==> config.mk <==
export PLATFORM = sky130hd
export DESIGN_NAME = overlay_compositor
export DESIGN_NICKNAME = d
export VERILOG_FILES = /design/src/rtl/overlay_pkg.sv /design/src/rtl/shadow_anim.sv /design/src/rtl/overlay_compositor.sv
export SDC_FILE = /design/constraint.sdc
export NUM_CORES = 1
export LEC_CHECK = 0
export ABC_CLOCK_PERIOD_IN_PS = 4300
export CAP_MARGIN = 20
export CELL_PAD_IN_SITES_DETAIL_PLACEMENT = 1
export CELL_PAD_IN_SITES_GLOBAL_PLACEMENT = 2
export CORE_MARGIN = 5
export CORE_UTILIZATION = 27
export DETAILED_ROUTE_END_ITERATION = 12
export GPL_TIMING_DRIVEN = 0
export HOLD_SLACK_MARGIN = 0.06
export PLACE_DENSITY_LB_ADDON = 0.15
export SKIP_LAST_GASP = 1
export SYNTH_ARGS = -nofsm -noshare
export SYNTH_HDL_FRONTEND = slang
export SYNTH_HIERARCHICAL = 1
export SYNTH_SLANG_ARGS = --single-unit
==> constraint.sdc <==
create_clock -name clk -period 4.3 [get_ports clk]
set_input_delay 0.86 -clock clk [delete_from_list [all_inputs] [get_ports clk]]
set_output_delay 0.86 -clock clk [all_outputs]
set_load 0.02 [all_outputs]
==> src/rtl/overlay_pkg.sv <==
// overlay_pkg: shared types and helpers for the text overlay compositor.
//   anim_state_t    - shadow offset animation direction (Rise/Fall)
//   DEFAULT_COORD_W - default pixel coordinate width
//   MAX_LAYERS      - widest layer vector the priority encoder accepts
//   id_width()      - width of a layer index (never below 1 bit)
//   prio_encode()   - index of the lowest set bit (0 when none set)
package overlay_pkg;

   typedef enum logic [0:0] {Rise, Fall} anim_state_t;

   localparam int unsigned DEFAULT_COORD_W = 10;
   localparam int unsigned MAX_LAYERS      = 32;

   function automatic int unsigned id_width(input int unsigned n);
      return (n > 1) ? $clog2(n) : 1;
   endfunction

   // Lowest index wins: layer 0 has the highest priority.
   function automatic int unsigned prio_encode(input logic [MAX_LAYERS-1:0] hits);
      int unsigned idx;
      idx = 0;
      for (int i = MAX_LAYERS - 1; i >= 0; i--) begin
         if (hits[i]) idx = unsigned'(i);
      end
      return idx;
   endfunction

endpackage

==> src/rtl/shadow_anim.sv <==
// shadow_anim: per-frame shadow offset generator.
// A frame divider counts frame_start pulses; every FRAMES_PER_STEP pulses the
// offset steps up (Rise) towards SHADOW_MAX or down (Fall) towards 1. With
// ANIMATE=0 the divider and FSM are frozen and the offset is SHADOW_OFF.
// Optional macro OVERLAY_BLINK_EN adds a blink counter toggling blink_phase
// every BLINK_FRAMES frames (phase 1 = visible).
// Ports:
//   clk, rst     - pixel clock, synchronous active-high reset
//   frame_start  - one-cycle pulse per frame
//   shadow_off   - current shadow offset (changes only after a frame_start)
//   blink_phase  - (OVERLAY_BLINK_EN only) blink visibility phase
module shadow_anim
   import overlay_pkg::*;
#(
   parameter int unsigned SHADOW_W        = 3,
   parameter int unsigned SHADOW_OFF      = 4,
   parameter int unsigned SHADOW_MAX      = 6,
   parameter int unsigned ANIMATE         = 1,
   parameter int unsigned FRAMES_PER_STEP = 8
`ifdef OVERLAY_BLINK_EN
   ,
   parameter int unsigned BLINK_FRAMES    = 32
`endif
) (
   input  logic                clk,
   input  logic                rst,
   input  logic                frame_start,
`ifdef OVERLAY_BLINK_EN
   output logic                blink_phase,
`endif
   output logic [SHADOW_W-1:0] shadow_off
);

   localparam int unsigned         DIV_W     = id_width(FRAMES_PER_STEP);
   localparam logic [DIV_W-1:0]    DIV_LAST  = DIV_W'(FRAMES_PER_STEP - 1);
   localparam logic [DIV_W-1:0]    DIV_ONE   = DIV_W'(1);
   localparam logic [SHADOW_W-1:0] OFF_ONE   = SHADOW_W'(1);
   localparam logic [SHADOW_W-1:0] OFF_MAX   = SHADOW_W'(SHADOW_MAX);
   localparam logic [SHADOW_W-1:0] RESET_OFF = (ANIMATE != 0) ? SHADOW_W'(1)
                                                              : SHADOW_W'(SHADOW_OFF);

   logic [DIV_W-1:0]    div_q;
   anim_state_t         state_q;
   logic [SHADOW_W-1:0] off_q;

   always_ff @(posedge clk) begin
      if (rst) begin
         div_q   <= '0;
         state_q <= Rise;
         off_q   <= RESET_OFF;
      end else if ((ANIMATE != 0) && frame_start) begin
         if (div_q == DIV_LAST) begin
            div_q <= '0;
            // Already at a bound (only possible when SHADOW_MAX=1): hold the
            // offset and just flip direction.
            unique case (state_q)
               Rise: begin
                  if (off_q >= OFF_MAX) begin
                     state_q <= Fall;
                  end else begin
                     off_q <= off_q + OFF_ONE;
                     if (off_q + OFF_ONE == OFF_MAX) state_q <= Fall;
                  end
               end
               Fall: begin
                  if (off_q <= OFF_ONE) begin
                     state_q <= Rise;
                  end else begin
                     off_q <= off_q - OFF_ONE;
                     if (off_q - OFF_ONE == OFF_ONE) state_q <= Rise;
                  end
               end
               default: state_q <= Rise;
            endcase
         end else begin
            div_q <= div_q + DIV_ONE;
         end
      end
   end

   assign shadow_off = off_q;

`ifdef OVERLAY_BLINK_EN
   localparam int unsigned      BLK_W    = id_width(BLINK_FRAMES);
   localparam logic [BLK_W-1:0] BLK_LAST = BLK_W'(BLINK_FRAMES - 1);
   localparam logic [BLK_W-1:0] BLK_ONE  = BLK_W'(1);

   logic [BLK_W-1:0] blk_q;
   logic             phase_q;

   always_ff @(posedge clk) begin
      if (rst) begin
         blk_q   <= '0;
         phase_q <= 1'b1;
      end else if (frame_start) begin
         if (blk_q == BLK_LAST) begin
            blk_q   <= '0;
            phase_q <= ~phase_q;
         end else begin
            blk_q <= blk_q + BLK_ONE;
         end
      end
   end

   assign blink_phase = phase_q;
`endif

endmodule

==> src/rtl/overlay_compositor.sv <==
// overlay_compositor: two-stage text overlay pipeline.
// Stage 1 registers the pixel coordinate for the external main and shadow
// mask units (shadow coordinate offset by the animated shadow_off, modulo
// 2^COORD_W). Stage 2 combines the returned mask hits with the layer enables
// into text/overlay flags and a priority layer index. Latency is 2 cycles.
// Optional macro OVERLAY_BLINK_EN adds blink_sel and BLINK_FRAMES: while the
// blink phase is 0, layers selected by blink_sel are treated as disabled.
// Ports:
//   clk, rst                     - pixel clock, synchronous active-high reset
//   frame_start                  - frame pulse driving the offset animation
//   pix_valid, x, y              - input pixel coordinate
//   layer_en                     - per-layer enable (stage 2)
//   blink_sel                    - (OVERLAY_BLINK_EN only) layers that blink
//   mask_x/y_main, mask_x/y_shadow - stage-1 coordinates to mask units
//   main_mask, shadow_mask       - mask hits for the stage-1 coordinate
//   out_valid, text_active, overlay_active, layer_id - stage-2 results
//   shadow_off                   - current shadow offset
module overlay_compositor
   import overlay_pkg::*;
#(
   parameter int unsigned NUM_LAYERS      = 3,
   parameter int unsigned COORD_W         = DEFAULT_COORD_W,
   parameter int unsigned SHADOW_W        = 3,
   parameter int unsigned SHADOW_OFF      = 4,
   parameter int unsigned SHADOW_MAX      = 6,
   parameter int unsigned ANIMATE         = 1,
   parameter int unsigned FRAMES_PER_STEP = 8
`ifdef OVERLAY_BLINK_EN
   ,
   parameter int unsigned BLINK_FRAMES    = 32
`endif
) (
   input  logic                              clk,
   input  logic                              rst,
   input  logic                              frame_start,
   input  logic                              pix_valid,
   input  logic [COORD_W-1:0]                x,
   input  logic [COORD_W-1:0]                y,
   input  logic [NUM_LAYERS-1:0]             layer_en,
`ifdef OVERLAY_BLINK_EN
   input  logic [NUM_LAYERS-1:0]             blink_sel,
`endif
   output logic [COORD_W-1:0]                mask_x_main,
   output logic [COORD_W-1:0]                mask_y_main,
   output logic [COORD_W-1:0]                mask_x_shadow,
   output logic [COORD_W-1:0]                mask_y_shadow,
   input  logic [NUM_LAYERS-1:0]             main_mask,
   input  logic [NUM_LAYERS-1:0]             shadow_mask,
   output logic                              out_valid,
   output logic                              text_active,
   output logic                              overlay_active,
   output logic [id_width(NUM_LAYERS)-1:0]   layer_id,
   output logic [SHADOW_W-1:0]               shadow_off
);

   localparam int unsigned ID_W = id_width(NUM_LAYERS);

   logic [SHADOW_W-1:0]   off;
   logic                  v1_q;
   logic [NUM_LAYERS-1:0] gate_en;
   logic [NUM_LAYERS-1:0] main_hit;
   logic [NUM_LAYERS-1:0] shadow_hit;
   logic [MAX_LAYERS-1:0] main_w;
   logic [MAX_LAYERS-1:0] shadow_w;
   logic                  text_d;
   logic                  overlay_d;
   logic [ID_W-1:0]       id_d;

`ifdef OVERLAY_BLINK_EN
   logic blink_phase;

   shadow_anim #(
      .SHADOW_W        (SHADOW_W),
      .SHADOW_OFF      (SHADOW_OFF),
      .SHADOW_MAX      (SHADOW_MAX),
      .ANIMATE         (ANIMATE),
      .FRAMES_PER_STEP (FRAMES_PER_STEP),
      .BLINK_FRAMES    (BLINK_FRAMES)
   ) u_shadow_anim (
      .clk         (clk),
      .rst         (rst),
      .frame_start (frame_start),
      .blink_phase (blink_phase),
      .shadow_off  (off)
   );

   assign gate_en = layer_en & ~(blink_sel & {NUM_LAYERS{~blink_phase}});
`else
   shadow_anim #(
      .SHADOW_W        (SHADOW_W),
      .SHADOW_OFF      (SHADOW_OFF),
      .SHADOW_MAX      (SHADOW_MAX),
      .ANIMATE         (ANIMATE),
      .FRAMES_PER_STEP (FRAMES_PER_STEP)
   ) u_shadow_anim (
      .clk         (clk),
      .rst         (rst),
      .frame_start (frame_start),
      .shadow_off  (off)
   );

   assign gate_en = layer_en;
`endif

   assign shadow_off = off;

   // Stage 1: coordinates to the mask units. The offset register only moves
   // on the frame_start edge, so a coinciding pixel still sees the old value.
   always_ff @(posedge clk) begin
      if (rst) begin
         mask_x_main   <= '0;
         mask_y_main   <= '0;
         mask_x_shadow <= '0;
         mask_y_shadow <= '0;
         v1_q          <= 1'b0;
      end else begin
         mask_x_main   <= x;
         mask_y_main   <= y;
         mask_x_shadow <= x - COORD_W'(off);
         mask_y_shadow <= y - COORD_W'(off);
         v1_q          <= pix_valid;
      end
   end

   always_comb begin
      main_hit   = main_mask & gate_en;
      shadow_hit = shadow_mask & gate_en;
      main_w     = '0;
      shadow_w   = '0;
      main_w[NUM_LAYERS-1:0]   = main_hit;
      shadow_w[NUM_LAYERS-1:0] = shadow_hit;
      text_d    = v1_q & (|main_hit);
      overlay_d = v1_q & ((|main_hit) | (|shadow_hit));
      id_d      = '0;
      // Any main hit outranks every shadow hit.
      if (v1_q) begin
         if (|main_hit) begin
            id_d = ID_W'(prio_encode(main_w));
         end else if (|shadow_hit) begin
            id_d = ID_W'(prio_encode(shadow_w));
         end
      end
   end

   // Stage 2: registered flags.
   always_ff @(posedge clk) begin
      if (rst) begin
         out_valid      <= 1'b0;
         text_active    <= 1'b0;
         overlay_active <= 1'b0;
         layer_id       <= '0;
      end else begin
         out_valid      <= v1_q;
         text_active    <= text_d;
         overlay_active <= overlay_d;
         layer_id       <= id_d;
      end
   end

endmodule

---- Word-level counts from Yosys, hierarchy flattened ----
Index checks and enable logic that the tools add are counted.
cells by class
  add/subtract/negate cells ............... 5
  magnitude comparators ................... 2
  equality and inequality tests ........... 5
  mux-type cells .......................... 17
  bitwise logic cells ..................... 7
  reductions and logical operators ........ 5
operators by type and width
  cell                 count
  $sub 10x3->10        2
  $mux 2               8
  $mux 3               3
  $add 3x1->3 const B  2
  $and 3x3->3          2
  $eq 3x3->1 const B   2
  $pmux 3 s2           1
  $reduce_or 3->1      2
  $mux 1               4
  $ne 2x2->1 const B   2
  $reduce_and 4->1     1
  $eq 3x1->1 const B   1
  $ge 3x3->1 const B   1
  $le 3x1->1 const B   1
  $sub 3x1->3 const B  1
  $and 1x1->1          2
  $not 1->1            2
  $pmux 1 s2           1
  $reduce_and 2->1     1
  $reduce_or 2->1      1
  $or 1x1->1           1
word-level totals
  bits in registers ....................... 53
  input port bits ......................... 33

---- Depth between registers and ports, before layout ----
Gate-level depths: netlist (run 1).
  depth after elaboration ................. 6
  gate-level depth with buffers ........... 8
  gate-level depth less buffers ........... 8

---- Modules after synthesis ----
Netlist (run 1), hierarchy kept.
modules (own cells, without submodules)
  module              times used  cells each  area an instance (um^2)  sequential area each (um^2)
  overlay_compositor  1           162         1,652.8                  920.9
  shadow_anim         1           53          481.7                    140.1

---- Worst setup path before layout (run 1) ----
OpenSTA, ideal clock, no wires.
  path kind ............................... input to register
  from .................................... in y[2]
  to ...................................... reg mask_y_shadow[9]
  setup time .............................. 121 ps
  arrival time ............................ 2,219 ps
  data required time ...................... 4,179 ps
  path slack .............................. 1,960 ps
  cell stages on the path ................. 5
  path buffers ............................ 0
  path through ............................ ha_1 > a211oi_1 > nand2_1 > nor4b_1 > mux2_2
on the way
  word-level cells in the longest chain between the ends .. 1
RTL lines
  element               line                       RTL
  from (decl)           overlay_compositor.sv:38   input logic [COORD_W-1:0] y,
  $sub 10x3->10         overlay_compositor.sv:120  mask_y_shadow <= y - COORD_W'(off);
  to (signal assigned)  overlay_compositor.sv:120
  to (decl)             overlay_compositor.sv:46   output logic [COORD_W-1:0] mask_y_shadow,
Every way passes these cells.
A chain may end at the register's enable or synchronous reset.

---- Worst setup path after layout (run 1) ----
Ends and elaborated chain as after synthesis.

==> flow_summary.toml, run 1 <==
[layout]
ff_latch_area_um2 = 1060
diode_count = 0
final_nets = 348
multi_input_comb_area_um2 = 997
post_route_cells_drive_above_1_share = 0.0497
syn_to_final_growth_pct = 49.3
most-common-layout-cells = "sky130_fd_sc_hd__clkdlybuf4s50_1, sky130_fd_sc_hd__dfxtp_1, sky130_fd_sc_hd__nor2b_1, sky130_fd_sc_hd__nor2_1"
final_common_cell = "sky130_fd_sc_hd__clkdlybuf4s50_1"
post-route-util = 0.412
num-fill-cells = 875

[power_and_ir_drop]
worst_ir_drop_vdd_mv = 0.131
pwr_density_cell_nw_per_um2 = 343
total_power_mw = 1.09
power.static_leakage_nw = 1.23

[routing]
post_detailed_route_wirelength_per_cell_um = 13.9
routed-via-count = 1732
drcViolationCount = 0
ant_nets = 0
vias_per_cell = 4.29
dr.first_iter.drc_count = 26
routed_wirelength_um = 5620
dr.pass1.iters = 4

[clock_tree]
tritoncts = "built"
clockBufferDepth = 2
numClockSinks = 53
post_cts.repair.setup_buffers = 0
cts_resized = 0
clkTransAtPathRegs_ns = 0.09
cts_made_buffers = 5
clock_tree.htree_level_count = 2
holdBufCountCts = 0
ctsRootBufferMaster = "sky130_fd_sc_hd__clkbuf_8"
worstSkewPairLatency_ns = 0.30

[floorplanning]
floorplan.die_area_um2 = 9780
core.rowCount = 32
floorplan.initialDensity = 0.276
i_o_pin_count = 81
die-height_um = 98.9
dieWidth_um = 98.9
design.core.area_um2 = 7730

[min_path]
timing.hold.worst.class = "flip-flop to flip-flop"
worstHoldPathCells = 2
launch_instance_of_the_worst_min_delay_path = "u_shadow_anim/div_q[1]"
min_to = "u_shadow_anim/div_q[1]"

[setup_path]
critical_path_required_ns = 4.49
end_kind = "flip-flop"
worst_setup_path_start_kind = "input pin"
reg2reg_from = "u_shadow_anim/shadow_off[1]"
worst-endpoint-arrival_ns = 2.97
r2r_setup_slack_ns = 2.01
criticalPathCategory = "input pin to flip-flop"
worstRegToRegCells = 6
worst_r2r_endpoint = "mask_y_shadow[9]"
startpoint = "y[2]"
worstPathMaxFanout = 5

[global_routing]
grt_overflow_total = 0
grt_max_degree = 17
grt_pass1_wl_um = 9250
grt_pass1_vias = 1855
number_of_antenna_violations_at_the_first_check_in_global_routing = 0
grtUsageTotal = 0.118

[logic_synthesis]
postSynthRegisterBits = 53
async_reset_ff_frac = 0
ys_dominant_reg_cell = "sky130_fd_sc_hd__dfxtp_1"
postSynthCellCount = 215
synth_top_cell_by_area = "sky130_fd_sc_hd__dfxtp_1"
yosys-top-cells-area = "sky130_fd_sc_hd__dfxtp_1, sky130_fd_sc_hd__nor2b_1, sky130_fd_sc_hd__ha_1, sky130_fd_sc_hd__nor2_1, sky130_fd_sc_hd__xnor2_1"
postSynthAreaPerCell_um2 = 9.93
total_standard_cell_area_after_synthesis_um2 = 2130
number_of_enable_type_register_cells_in_the_synthesized_netlist = 0
synth_cell_types = 42
synth_fp_nets = 262
seq_area_frac_synth = 0.497
synth.top_cell.area_share = 0.497
yosysWarningCount = 6

[sta]
maxSlewHeadroom = 0.627
final_period_minus_worst_setup_slack_ns = 2.77
timing.final.hold_violations = 0
timing.fmax_ghz = 0.361
actual_slew_at_the_worst_max_slew_pin_ns = 0.558
worst_slack_ns = 1.53
setup_total_negative_slack_ns = 0
rsz0062_at_grt = "false"
timing.final.max_slew_violations = 0
min_period_over_period = 0.645
clock_skew_ns = 0.00438
setup_violating_endpoint_count_in_the_final_report = 0

[place]
dp_hpwl_um = 4400
place_worst_setup_slack_ns = 1.14
buffer_ports.inserted = 79
globalplace.congestion = 0.772

[outcome]
outcome = "complete, no violations"

[job]
cap_violations = 0
==> cells in the mapped netlist (2+ instances only) <==
| cell type | number |
|---|---|
| sky130_fd_sc_hd__a211oi_1 | 2 |
| sky130_fd_sc_hd__a21oi_1 | 7 |
| sky130_fd_sc_hd__a22oi_1 | 2 |
| sky130_fd_sc_hd__a31oi_1 | 2 |
| sky130_fd_sc_hd__clkbuf_1 | 3 |
| sky130_fd_sc_hd__dfxtp_1 | 53 |
| sky130_fd_sc_hd__fa_1 | 2 |
| sky130_fd_sc_hd__ha_1 | 12 |
| sky130_fd_sc_hd__inv_1 | 10 |
| sky130_fd_sc_hd__mux2i_1 | 3 |
| sky130_fd_sc_hd__nand2_1 | 12 |
| sky130_fd_sc_hd__nand2b_1 | 3 |
| sky130_fd_sc_hd__nand3_1 | 3 |
| sky130_fd_sc_hd__nand3b_1 | 4 |
| sky130_fd_sc_hd__nor2_1 | 24 |
| sky130_fd_sc_hd__nor2b_1 | 26 |
| sky130_fd_sc_hd__nor3_1 | 4 |
| sky130_fd_sc_hd__nor4_1 | 2 |
| sky130_fd_sc_hd__o21ai_0 | 7 |
| sky130_fd_sc_hd__or4_1 | 2 |
| sky130_fd_sc_hd__xnor2_1 | 7 |
| sky130_fd_sc_hd__xor2_1 | 5 |
==> how the worst max path moves through the flow <==
stage	to	cells after the start	slack, ns
3_5_place_dp	mask_y_shadow[9]	6	1.14
2_1_floorplan	mask_y_shadow[9]	5	1.96
3_3_place_gp	mask_y_shadow[9]	6	1.10
4_1_cts	mask_y_shadow[9]	6	1.47
6_report	mask_y_shadow[9]	6	1.53
5_1_grt	mask_y_shadow[9]	6	1.26
==> power breakdown <==
group | switching (mW) | leakage (nW) | internal [mW] | total [mW]
clock network | 0.162 | 0.0681 | 0.231 | 0.393
logic | 0.0859 | 0.725 | 0.0907 | 0.177
registers | 0.00734 | 0.439 | 0.517 | 0.524
total | 0.255 | 1.23 | 0.839 | 1.09
==> sequential cells by signal (all words and copies together), names as in the netlist <==
register and flops:
mask_y_shadow 10, text_active 1, mask_y_main 10, v1_q 1, u_shadow_anim/shadow_off 3, out_valid 1
u_shadow_anim/state_q 1, mask_x_main 10, u_shadow_anim/div_q 3, layer_id 2, mask_x_shadow 10, overlay_active 1
==> layer usage <==
layer  vias to the layer above  share of wire  global-route usage
met5                         -              0                   0
met4                         0          0.013              0.0347
met3                         6          0.051              0.0241
met2                        42           0.46               0.198
met1                       794           0.48               0.153
li1                        890              -                   -
==> cells by family after synthesis <==
| kind of cell | count (synthesis) | share of synthesized area |
|---|---|---|
| flops | 53 | 0.497 |
| simple gates | 86 | 0.217 |
| xor+xnor | 12 | 0.0492 |
| compound gates | 28 | 0.0873 |
| fa+ha+maj | 14 | 0.0891 |
| buf+inv | 17 | 0.0358 |
| mux | 5 | 0.0246 |
==> stage by stage <==
step,area (um^2),hold WS [ns],std cells
final,3190,0.489,404
after global routing,3190,0.528,404
after CTS,3190,0.493,404
after detailed placement,3050,0.479,396
after global placement,3050,0.459,396
after floorplan,2130,0.443,215
==> worst max-delay path: stages <==
cell	delay, ns
sky130_fd_sc_hd__clkdlybuf4s50_1	0.45
sky130_fd_sc_hd__ha_1	0.38
sky130_fd_sc_hd__a211oi_1	0.32
sky130_fd_sc_hd__nand2_1	0.16
sky130_fd_sc_hd__nor4b_1	0.41
sky130_fd_sc_hd__mux2_2	0.39
==> layout make-up <==
type,instances,share of cell area
sequential,53,0.333
multi-input combinational,145,0.313
timing repair buffer,79,0.248
tap,102,0.0400
clock buffer,5,0.0216
clock inverter,3,0.0204
buffer,7,0.0122
inverter,10,0.0118
(Power assumes the default switching activity.)
==> run 2: changes to the inputs <==
--- a/config.mk
+++ b/config.mk
@@ -5,12 +5,12 @@
 export SDC_FILE = /design/constraint.sdc
 export NUM_CORES = 1
 export LEC_CHECK = 0
-export ABC_CLOCK_PERIOD_IN_PS = 4300
+export ABC_CLOCK_PERIOD_IN_PS = 2400
 export CAP_MARGIN = 20
 export CELL_PAD_IN_SITES_DETAIL_PLACEMENT = 1
 export CELL_PAD_IN_SITES_GLOBAL_PLACEMENT = 2
 export CORE_MARGIN = 5
-export CORE_UTILIZATION = 27
+export CORE_UTILIZATION = 23
 export DETAILED_ROUTE_END_ITERATION = 12
 export GPL_TIMING_DRIVEN = 0
 export HOLD_SLACK_MARGIN = 0.06
==> constraint.sdc (replaced) <==
create_clock -name clk -period 2.4 [get_ports clk]
set_input_delay 0.48 -clock clk [delete_from_list [all_inputs] [get_ports clk]]
set_output_delay 0.48 -clock clk [all_outputs]
set_load 0.02 [all_outputs]
==> run 2 against run 1 <==
Net effect:
- register-to-register slack lost 1.8 ns
- wire length increased by 2.8%
- core utilization shrank 6.4 points
- final cell count grew 2.2%
- die area grew 16%
- sequential power up 79%
- sequential share of layout area fell by 0.052 points
- non-clock buffer count unchanged
- hold slack better by 0.0032 ns
- flip-flop and latch count is the same
- final area increased by 0.16%
- via count increased by 0.75%
==> flow_summary.toml, run 2 (synthesized netlist as in run 1, its figures left out) <==
[sta]
timing.final.max_slew_violations = 0
rsz0062_at_grt = "true"
timing.final.hold_violations = 0
maxSlewHeadroom = 0.621
min_period_over_period = 0.957
final_period_minus_worst_setup_slack_ns = 2.30
setup_total_negative_slack_ns = 0
worst_hold_slack_ns = 0.492
clock_skew_ns = 0.00759
timing.fmax_ghz = 0.436
setup_violating_endpoint_count_in_the_final_report = 0
actual_slew_at_the_worst_max_slew_pin_ns = 0.567

[place]
buffer_ports.inserted = 79
dp_cell_count = 405
dp_hpwl_um = 4540
globalplace.congestion = 0.721

[power_and_ir_drop]
power.static_leakage_nw = 1.22
worst_ir_drop_vdd_mv = 0.232
pwr_density_cell_nw_per_um2 = 594

[clock_tree]
tritoncts = "built"
clock_tree.htree_level_count = 2
cts_made_buffers = 5
clkTransAtPathRegs_ns = 0.10
clockBufferDepth = 2
numClockSinks = 53
worstSkewPairLatency_ns = 0.30
post_cts.repair.setup_buffers = 0
ctsRootBufferMaster = "sky130_fd_sc_hd__clkbuf_8"

[setup_path]
critical_path_required_ns = 2.60
end_kind = "flip-flop"
criticalPathCategory = "input pin to flip-flop"
worst-endpoint-arrival_ns = 2.50
worstRegToRegCells = 6
worst_setup_path_start_kind = "input pin"
worstPathMaxFanout = 5

[routing]
routed-via-count = 1745
routed_wirelength_um = 5780
drcViolationCount = 0
dr.pass1.iters = 4
dr.first_iter.drc_count = 42
post_detailed_route_wirelength_per_cell_um = 14.0
ant_nets = 0
vias_per_cell = 4.23

[floorplanning]
die-height_um = 106
i_o_pin_count = 81
design.core.area_um2 = 9150
floorplan.initialDensity = 0.233
dieWidth_um = 106
floorplan.die_area_um2 = 11300
core.rowCount = 35

[global_routing]
grtUsageTotal = 0.103
grt_overflow_total = 0
number_of_antenna_violations_at_the_first_check_in_global_routing = 0
grt_pass1_wl_um = 9190
grt_pass1_vias = 1789
grt_max_degree = 17

[layout]
num-fill-cells = 1041
final_cells = 413
syn_to_final_growth_pct = 49.5
diode_count = 0
most-common-layout-cells = "sky130_fd_sc_hd__clkdlybuf4s50_1, sky130_fd_sc_hd__dfxtp_1, sky130_fd_sc_hd__nor2b_1, sky130_fd_sc_hd__nor2_1"
final_nets = 348
final_common_cell = "sky130_fd_sc_hd__clkdlybuf4s50_1"
post_route_cells_drive_above_1_share = 0.0563

[outcome]
outcome = "complete, no violations"

[min_path]
timing.hold.worst.class = "flip-flop to flip-flop"
worstHoldPathCells = 2

[job]
cap_violations = 0
-- run 2: cell types whose count changed in the layout (fill, tap and decap cells not counted), sizes merged --
cell and change:
bufinv -1, clkinvlp +1, buf -1, clkinv -1, clkbuf +2
-- run 2: timing repair --
action                                  CTS  global route
resized for setup                         1             1
hold buffers                              0             0
endpoints found under the setup margin    1            11
-- run 2: layout make-up --
class | instances | area (um^2) | area share
buffer | 7 | 40.0 | 0.0125
clock buffer | 6 | 82.6 | 0.0259
clock inverter | 2 | 37.5 | 0.0118
inverter | 10 | 37.5 | 0.0118
multi-input combinational | 145 | 1000 | 0.314
sequential | 53 | 1060 | 0.332
tap | 111 | 139 | 0.0435
timing repair buffer | 79 | 791 | 0.248
-- run 2: path summary, 6_finish.rpt --
check,start,end,slack (ns)
setup / recovery,y[2],mask_y_shadow[9],0.10
hold / removal,u_shadow_anim/div_q[1],u_shadow_anim/div_q[1],0.49
setup reg to reg,u_shadow_anim/shadow_off[1],mask_y_shadow[9],0.22
hold reg to reg,u_shadow_anim/div_q[1],u_shadow_anim/div_q[1],0.49
-- run 2: critical path, stage by stage --
cell and delay, ns:
sky130_fd_sc_hd__clkdlybuf4s50_1 0.46, sky130_fd_sc_hd__ha_1 0.38, sky130_fd_sc_hd__a211oi_1 0.36, sky130_fd_sc_hd__nand2_1 0.18
sky130_fd_sc_hd__nor4b_2 0.28, sky130_fd_sc_hd__mux2_2 0.36
-- run 2: report_power, final --
part,switching (mW),internal (mW),leakage [nW]
clock network,0.301,0.340,0.0574
logic,0.154,0.163,0.728
registers,0.0130,0.926,0.439
total,0.468,1.43,1.22
-- run 2: per-layer routing --
layer  vias to the layer above  part of all wire  global-route usage
li1                        891                 -                   -
met1                       804              0.44               0.124
met2                        45              0.50               0.180
met3                         5             0.046              0.0243
met4                         0             0.014              0.0333
met5                         -                 0                   0
-- run 2: per-stage QoR --
step            util  setup slack, ns  instance area (um^2)  power (mW)
3_3_place_gp   0.335           -0.299                  3060        1.28
5_1_grt        0.349         -0.00132                  3190        1.99
4_1_cts        0.349           0.0502                  3190        1.93
3_5_place_dp   0.335           -0.364                  3060        1.28
2_1_floorplan      -            0.361                  2130        1.10
6_report       0.349            0.104                  3190        1.90
==> variant, RTL diff (config.mk and constraints of run 2) <==
Build with the macro `OVERLAY_BLINK_EN` defined.
--- a/src/rtl/shadow_anim.sv
+++ b/src/rtl/shadow_anim.sv
@@ -9,6 +9,8 @@
 //   frame_start  - one-cycle pulse per frame
 //   shadow_off   - current shadow offset (changes only after a frame_start)
 //   blink_phase  - (OVERLAY_BLINK_EN only) blink visibility phase
+`define OVERLAY_BLINK_EN
+
 module shadow_anim
    import overlay_pkg::*;
 #(
Ports: changed (added blink_sel); port bits go from 81 to 84. No check against the original RTL was run, so the function may have changed too.
==> variant against run 2 <==
Total power up 22%; largest power group unchanged; sequential power up 11%; design area up 15%; fmax up 0.70%; critical path type unchanged; routed wire length up 17%; setup slack better by 16 ps; largest cell class is now multi-input gates; area after synthesis up 15%; sequential cell count up 6.
==> variant: results (changes against run 2) <==
outcome: "finished clean"
grt_use_total: 0.110  # +0.00717
worstMarginPinSlew_ps: 511  # -56.7 ps
grt_pass1_wl_um: 11000  # +20%
synthTopCellsByArea: "dfxtp_1, ha_1, nor2b_1"
placed_cell_area_um2: 3450  # +13%
netlist_top_cells_count: "dfxtp_1, nor2_1, nor2b_1"
synth_compound_gate_area_share: 0.104  # +0.0167
cts_max_level: 3  # +1
synth_fa_ha_area_frac: 0.0878  # -0.00134
drive_gt1_frac: 0.0980  # +0.0417
syn_nets: 300  # +15%
cp_top_family: "adder cells"
place_ws_ps: -323  # +40.7 ps
dp_hpwl_um: 5380  # +18%
arrival_ps: 2490  # about the same
fin_util: 0.353  # +0.00467
finalWirelength_um: 6780  # +17%
leakage_nw: 1.45  # +18%
nets: 394  # +13%
clk_pin_slew_ps: 70  # -30 ps
cts_buffers: 9  # +4
holdWs_ps: 460  # -32.2 ps
portBuffers: 83  # +5.1%
initialDrtViolationCount: 32  # -24%
synthMuxAreaShare: 0.0342  # +0.00956
vdd_drop_max_mv: 0.260  # +12%
grt_pass1_vias: 2204  # +23%
cp_max_fo: 3  # -2
clk_latency_ps: 330  # +30 ps
seq_area_frac_synth: 0.482  # -0.0154
synthDistinctLibCells: 45  # +7.1%
==> variant: cell count changes after synthesis, sizes merged, moves of 3 or more <==
cell / before / now
nand2: 13 / 10
or4: 3 / 6
a211oi: 3 / 0
nand3: 3 / 10
nor2: 24 / 30
dfxtp: 53 / 59
a21oi: 7 / 10
xor2: 5 / 2
==> variant: through the flow <==
stage | instances | power [W]
after floorplan | 248 | 0.00122
after global placement | 467 | 0.00141
after detailed placement | 467 | 0.00141
after CTS | 483 | 0.00236
after global routing | 483 | 0.00243
final | 483 | 0.00231
==> variant: worst min-delay path: cells and delay by family, from the launching register on <==
family | cells | cell delay, ps
DFF | 1 | 300
buffers and inverters | 1 | 60
AOI/OAI and AO/OA | 1 | 50
==> variant: cell type report <==
| type | instances | share of cell area |
|---|---|---|
| timing repair buffer | 83 | 0.227 |
| buffer | 7 | 0.00990 |
| clock inverter | 6 | 0.0178 |
| multi-input combinational | 171 | 0.328 |
| inverter | 11 | 0.0113 |
| sequential | 59 | 0.323 |
| clock buffer | 10 | 0.0376 |
| tap | 136 | 0.0464 |
==> variant: worst paths after layout <==
path / endpoint / start / depth (start not counted)
worst max-delay path: mask_y_shadow[8]$_SDFF_PP0_ / y[0] / 9
worst min-delay path: text_active$_SDFF_PP0_ / v1_q$_SDFF_PP0_ / 2
worst max register to register: mask_y_shadow[8]$_SDFF_PP0_ / u_shadow_anim/shadow_off[0]$_SDFFE_PP1P_ / 7
worst min register to register: text_active$_SDFF_PP0_ / v1_q$_SDFF_PP0_ / 2
==> variant: logic make-up after synthesis <==
group,count (synthesis)
and+or+nand+nor,101
DFF,59
AOI/OAI and AO/OA,36
buffers and inverters,18
adders and majority gates,16
xor gates and xnor gates,10
muxes,8
==> variant: power breakdown <==
part           internal, W  switching, W
combinational     0.000173      0.000167
sequential         0.00103     0.0000158
clock             0.000507      0.000417
total              0.00171      0.000599
==> variant: per-layer routing <==
metal,global-route usage,vias up,routed length [um]
met1,0.127,956,2910
li1,-,1039,-
met3,0.0364,9,351
met5,0,-,0
met2,0.188,51,3400
met4,0.0449,0,115
==> variant: timing repair <==
item	in CTS	in global routing
setup endpoints to repair	0	3
hold endpoints to repair	0	0
resized for setup	0	4
